File: config.mk
export PLATFORM = sky130hd
export DESIGN_NAME = pipeline_flow_ctrl
export DESIGN_NICKNAME = d
export VERILOG_FILES = /design/src/rtl/pipeline_flow_ctrl.sv
export SDC_FILE = /design/constraint.sdc
export NUM_CORES = 1
export LEC_CHECK = 0
export CORE_MARGIN = 2
export CORE_UTILIZATION = 37
export CTS_CLUSTER_DIAMETER = 60
export CTS_CLUSTER_SIZE = 25
export DETAILED_ROUTE_END_ITERATION = 6
export PLACE_DENSITY = 0.79
export SLEW_MARGIN = 20
export SYNTH_ARGS = -nofsm -noshare
export SYNTH_HDL_FRONTEND = slang
export SYNTH_SLANG_ARGS = --single-unit
export TNS_END_PERCENT = 50
File: constraint.sdc
create_clock -name clk -period 1.2 [get_ports clk]
set_input_delay 0.3 -clock clk [delete_from_list [all_inputs] [get_ports clk]]
set_output_delay 0.3 -clock clk [all_outputs]
set_load 0.005 [all_outputs]
File: src/rtl/pipeline_flow_ctrl.sv
// Pipeline flow controller: per-register load enables and NOP inserts from
// external stalls, a pended branch flush and a load-use hazard sequencer.
module pipeline_flow_ctrl #(
    parameter int NUM_STAGES          = 4,
    parameter int HAZARD_STALL_CYCLES = 1,
    parameter int FLUSH_DEPTH         = 2,
    parameter int CNT_W               = 8,
    parameter int TIMEOUT             = 200
) (
    input  logic                  clk,
    input  logic                  rst_n,
    input  logic [NUM_STAGES-1:0] stall_req,
    input  logic                  hazard_req,
    input  logic                  flush_req,
    input  logic                  timeout_clr,
    output logic [NUM_STAGES-1:0] flow,
    output logic [NUM_STAGES-1:0] bubble,
    output logic                  stall_active,
    output logic [CNT_W-1:0]      stall_cycles,
    output logic                  timeout
);

    localparam int HC_W = $clog2(HAZARD_STALL_CYCLES + 1);
    localparam logic [NUM_STAGES-1:0] FLUSH_MASK = {NUM_STAGES{1'b1}} >> (NUM_STAGES - FLUSH_DEPTH);
    localparam logic [NUM_STAGES-1:0] HAZ_BUBBLE = NUM_STAGES'(2);
    localparam logic [CNT_W-1:0]      CNT_MAX    = '1;

    typedef enum logic {IDLE, HOLD} haz_state_e;

    haz_state_e      state_q, state_d;
    logic [HC_W-1:0] haz_cnt_q, haz_cnt_d;
    logic            flush_pend_q, flush_pend_d;
    logic [CNT_W-1:0] cnt_q, cnt_d;
    logic            timeout_q, timeout_d;

    logic                  any_stall;
    logic                  flush_cycle;
    logic                  hazard_cycle;
    logic [NUM_STAGES-1:0] held;

    // held[j] is set when some register at or above j requests a stall.
    function automatic logic [NUM_STAGES-1:0] stall_mask(input logic [NUM_STAGES-1:0] req);
        logic [NUM_STAGES-1:0] m;
        logic                  acc;
        m   = '0;
        acc = 1'b0;
        for (int j = NUM_STAGES - 1; j >= 0; j--) begin
            acc  = acc | req[j];
            m[j] = acc;
        end
        return m;
    endfunction

    assign any_stall    = |stall_req;
    assign held         = stall_mask(stall_req);
    assign flush_cycle  = !any_stall && (flush_req || flush_pend_q);
    assign hazard_cycle = !any_stall && !flush_cycle && ((state_q == HOLD) || hazard_req);

    always_comb begin
        flow   = '1;
        bubble = '0;
        if (!rst_n) begin
            flow   = '0;
            bubble = '1;
        end else if (any_stall) begin
            flow = ~held;
            // The register just above the highest stalled one takes a NOP.
            for (int j = 1; j < NUM_STAGES; j++) begin
                bubble[j] = held[j-1] & ~held[j];
            end
        end else if (flush_cycle) begin
            bubble = FLUSH_MASK;
        end else if (hazard_cycle) begin
            flow[0] = 1'b0;
            bubble  = HAZ_BUBBLE;
        end
    end

    assign stall_active = ~&flow;

    always_comb begin
        state_d   = state_q;
        haz_cnt_d = haz_cnt_q;
        if (flush_cycle) begin
            state_d   = IDLE;
            haz_cnt_d = '0;
        end else if (hazard_cycle) begin
            if (state_q == IDLE) begin
                if (HAZARD_STALL_CYCLES > 1) begin
                    state_d   = HOLD;
                    haz_cnt_d = HC_W'(HAZARD_STALL_CYCLES - 1);
                end
            end else begin
                haz_cnt_d = haz_cnt_q - 1'b1;
                if (haz_cnt_q == HC_W'(1)) begin
                    state_d = IDLE;
                end
            end
        end
    end

    always_comb begin
        flush_pend_d = flush_cycle ? 1'b0 : (flush_pend_q | (flush_req & any_stall));
        if (!any_stall) begin
            cnt_d = '0;
        end else if (cnt_q == CNT_MAX) begin
            cnt_d = cnt_q;
        end else begin
            cnt_d = cnt_q + 1'b1;
        end
        // Set only on the edge the count reaches TIMEOUT; set beats clear.
        timeout_d = (any_stall && (cnt_q == CNT_W'(TIMEOUT - 1))) | (timeout_q & ~timeout_clr);
    end

    always_ff @(posedge clk or negedge rst_n) begin
        if (!rst_n) begin
            state_q      <= IDLE;
            haz_cnt_q    <= '0;
            flush_pend_q <= 1'b0;
            cnt_q        <= '0;
            timeout_q    <= 1'b0;
        end else begin
            state_q      <= state_d;
            haz_cnt_q    <= haz_cnt_d;
            flush_pend_q <= flush_pend_d;
            cnt_q        <= cnt_d;
            timeout_q    <= timeout_d;
        end
    end

    assign stall_cycles = cnt_q;
    assign timeout      = timeout_q;

endmodule

# Word level (Yosys, flattened, before mapping)
# Cells that the tools add are included.
# classes
n_mux	20
n_reduce_logical	14
bitwise_logic	15
eq_ne	3
n_addsub	2
# ops
op	count
== test 8 bit (second input constant)	2
2-to-1 mux 8 bit	2
2-to-1 mux 1 bit	12
2-to-1 mux 4 bit	3
adder 8 x 1 -> 8 bit (second input constant)	1
2-to-1 mux 3 bit	2
bitwise AND 1 bit	5
OR 1 bit	5
logical AND 1 bit	4
NOT 1 bit	4
NOT 4 bit	1
AND reduction 4 bit	1
nonzero test 2 bit	2
OR reduction 4 bit	1
zero test 1 bit	3
logical OR 1 bit	2
2-to-1 mux 2 bit	1
!= test 2 bit (second input constant)	1
AND reduction 2 bit	1
subtractor 1 bit (second input constant)	1
# word_totals
input_bits	9
output_inout_bits	18
register_bits	12

# Logic depth before layout (Yosys ltp)
# depth
ltp_word	12
mapped_depth	5
ltp_nobuf	4

# Worst setup path after synthesis
# OpenSTA, ideal clock, no wires.
# synth_timing
path_type	flip-flop to flip-flop
startpoint	register cnt_q[0], in the netlist stall_cycles[0]
endpoint	register timeout_q, in the netlist timeout
path_stages_with_launch	5
t_arrival_ns	1.295
path_buffers	0
setup_time_ns	0.082
t_required_ns	1.118
period_less_slack_ns	1.378
path_slack_ns	-0.178
cell_sequence	dfrtp_1 -> ha_1 -> nand4_1 -> or4_1 -> o22ai_1
# synth_between
elab_chain_len	3
# synth_rtl
item	line_no	rtl
from (decl)	33	logic [CNT_W-1:0] cnt_q, cnt_d;
from (signal assigned)	126	cnt_q <= cnt_d;
== test 8 bit	112	timeout_d = (any_stall && (cnt_q == CNT_W'(TIMEOUT - 1))) | (timeout_q & ~timeout_clr);
logical AND 1 bit	112	
OR 1 bit	112	
net timeout_d	34	logic timeout_q, timeout_d;
to (signal assigned)	127	timeout_q <= timeout_d;
to (decl)	34	
# The timed path passes the listed nets, and every way through them passes these cells.
# A chain may end at the register's enable or synchronous reset.

# Final worst setup path
# layout_timing
startpoint	register state_q
endpoint	output port bubble[1]
# layout_between
elab_chain_len	6
# layout_rtl
item	line_no	rtl
from (decl)	30	haz_state_e state_q, state_d;
from (signal assigned)	123	state_q <= state_d;
logical OR 1 bit	57	assign hazard_cycle = !any_stall && !flush_cycle && ((state_q == HOLD) || hazard_req);
logical AND 1 bit	57	
2-to-1 mux 2 bit	73	end else if (hazard_cycle) begin
2-to-1 mux 4 bit	71	end else if (flush_cycle) begin
2-to-1 mux 3 bit	65	end else if (any_stall) begin
2-to-1 mux 4 bit	62	if (!rst_n) begin
to (decl)	17	output logic [NUM_STAGES-1:0] bubble,
# Every way passes these cells.

==> metrics.yaml <==
cts:
  cts_root_buf: "clkbuf_4"
  cts_tree: "yes"
  htree_levels: 1
  clk_pin_slew_ns: 0.07
  clock_path_buffers: 2
  cts.sinks: 12
  cts_buffers: 3
  worstSkewPairLatency_ns: 0.27
timing:
  clock_skew_ns: 0.000708
  setup_tns_ns: -2.33
  fin_crit_sh_pct: 133
  fmax_mhz: 627
  worst_pin_slew_ns: 0.324
  final-hold-violation-count: 0
  fin_ws_ns: -0.394
  slew_violations: 0
  setup_viol_count_final: 17
  slew_headroom_pct: 78.2
  period_needed_ns: 1.59
  rsz0062_at_grt: "yes"
logic_synthesis:
  syn_area_um2: 679
  syn_inst: 74
  synth-main-ff-cell: "dfrtp_1"
  async_flop_share_pct: 100
  synth.top_cell.area_share_pct: 44.2
  synth.top_cells.by_area: "dfrtp_1 (44%), nor3_1 (5.2%), a31oi_1 (4.6%)"
  synth_edf_count: 0
  synth_top_area_cell: "dfrtp_1"
  ys_types: 31
  synth_nets: 84
  yosys_warnings: 0
  ys_ff_latch: 12
  synth-seq-area-share_pct: 44.2
  avgSynthCellArea_um2: 9.18
setup_path:
  slowest_stage: "dfrtp_1"
  r2r-end: "timeout"
  crit_start: "state_q"
  path_cells: "nor2_2 > and3b_1 > o41ai_2 > buf_2"
  crit_fanout: 2
  cp.arrival_ns: 1.29
  r2r_cells: 5
  crit_end: "bubble[1]"
  crit_type: "flop to output pin"
  r2r-start: "stall_cycles[1]"
  cp_data_required_time_ns: 0.90
  worstSetupStartpointType: "flop"
  slowest_delay_ns: 0.36
  rrSetupSlack_ns: -0.21
  cp-end-kind: "output pin"
power:
  power.density_mw_per_mm2: 1610
  leakage_nw: 0.651
  vdd.ir_drop.worst_v: 0.00102
floorplanning:
  start_util_pct: 39.3
  core_mm2: 0.00173
  die_w_um: 46.9
  dieArea_mm2: 0.00219
  num_rows: 15
  die-height_um: 46.9
  ios: 27
detailed_routing:
  ant_nets: 0
  first_iter_violations: 27
  drt-total-wl_um: 2690
  avgViaCountPerCell: 5.43
  vias: 891
  dr.pass1.iters: 4
  routedWlPerCell_um: 16.4
  drc: 0
final_layout:
  nNetsFinal: 150
  filler_cell_count: 107
  insertedDiodeCount: 0
  layout_commonest_cell: "buf_4"
  syn2layout_area_growth_pct: 106
  post-route-util_pct: 81.0
  layout.cells.most_common_list: "buf_4 (24), buf_6 (18), dfrtp_1 (11), buf_2 (10)"
  drive_gt1_share_pct: 63.3
  postLayoutCellArea_mm2: 0.00140
placed_design:
  place_congestion: 0.800
  dp_hpwl_um: 1550
  place_area_mm2: 0.00118
  numPortBuffers: 26
global_route:
  grt_usage_pct: 24.2
  grt_pass1_vias: 808
  antenna_found_initial: 0
  grt_max_degree: 9
  grt_pass1_wl_um: 3720
  overflow: 0
worst_hold_path:
  hold_class: "primary input to asynchronous set/reset pin"
flow_run:
  max_cap_violations: 0
status:
  violations: "setup timing"
  status: "finished, violations left"
==> logic make-up (layout without fill, tap and decap cells) <==
family / Yosys count / count (layout) / synth area share (%)
buffers and inverters: 6 / 71 / 3.68
adder cells (fa/ha/maj): 1 / 1 / 1.84
AND/OR/NAND/NOR: 34 / 34 / 30.2
flip-flops: 12 / 12 / 44.2
AO/OA/AOI/OAI: 21 / 21 / 20.1
==> metrics by stage <==
| stage | hold slack [ns] | power (W) | setup slack [ns] | cells |
|---|---|---|---|---|
| after floorplan | 0.00441 | 0.00100 | -0.121 | 74 |
| after global placement | 0.473 | 0.00156 | -0.983 | 149 |
| after detailed placement | 0.492 | 0.00159 | -1.00 | 149 |
| after CTS | 0.0552 | 0.00203 | -0.410 | 164 |
| after global routing | 0.0835 | 0.00237 | -0.474 | 164 |
| final | 0.0833 | 0.00225 | -0.394 | 164 |
==> where the power goes <==
group	switching [W]	internal, W
registers	0.0000942	0.000525
logic	0.000604	0.000719
clock network	0.000124	0.000184
total	0.000822	0.00143
==> per-layer routing <==
metal	vias up	share of wire [%]	wire length, µm	global-route usage [%]
li1	415	-	-	-
met3	4	5.2	139	3.85
met2	42	52	1410	44.9
met1	430	41	1100	27.7
met4	0	1.6	42	8.89
met5	-	0	0	0
==> state kept, by name (all words and copies together) (netlist names) <==
| name | count |
|---|---|
| flush_pend_q | 1 |
| timeout | 1 |
| haz_cnt_q | 1 |
| stall_cycles | 8 |
| state_q | 1 |
==> cell type report <==
cell class	instances	area, µm²	share of cell area (%)
timing repair buffer	64	526	37.6
sequential	12	302	21.6
tap	25	31.3	2.24
clock buffer	4	36.3	2.59
inverter	3	11.3	0.805
multi-input combinational	56	493	35.2
==> worst min path at each step <==
stage,start,cells past startpoint,to
global route,rst_n,3,timeout
CTS,rst_n,3,stall_cycles[2]
detailed placement,haz_cnt_q,2,haz_cnt_q
finish,rst_n,3,timeout
floorplan,rst_n,0,flush_pend_q
global placement,haz_cnt_q,2,haz_cnt_q
==> synthesized netlist by cell type, types with 3 or more instances <==
library cell / n
dfrtp_1: 12
nor3_1: 7
nand2_1: 6
a31oi_1: 5
nand3_1: 4
nor2_1: 4
o21ai_0: 4
and3_1: 3
inv_1: 3
==> critical path, delay by kind of cell (launching register included) <==
kind                   cells  cell delay, ns
flip-flops                 1            0.36
AND/OR/NAND/NOR            2            0.24
buffers and inverters      1            0.18
AO/OA/AOI/OAI              1            0.25
==> repair_timing <==
action,CTS,global route
setup endpoints to repair,30,25
pin swaps,19,12
gates resized for setup,107,26
hold endpoints to repair,7,0
hold buffers,1,0
setup buffers,12,2
No activity file was read; power rests on OpenSTA's default activity.
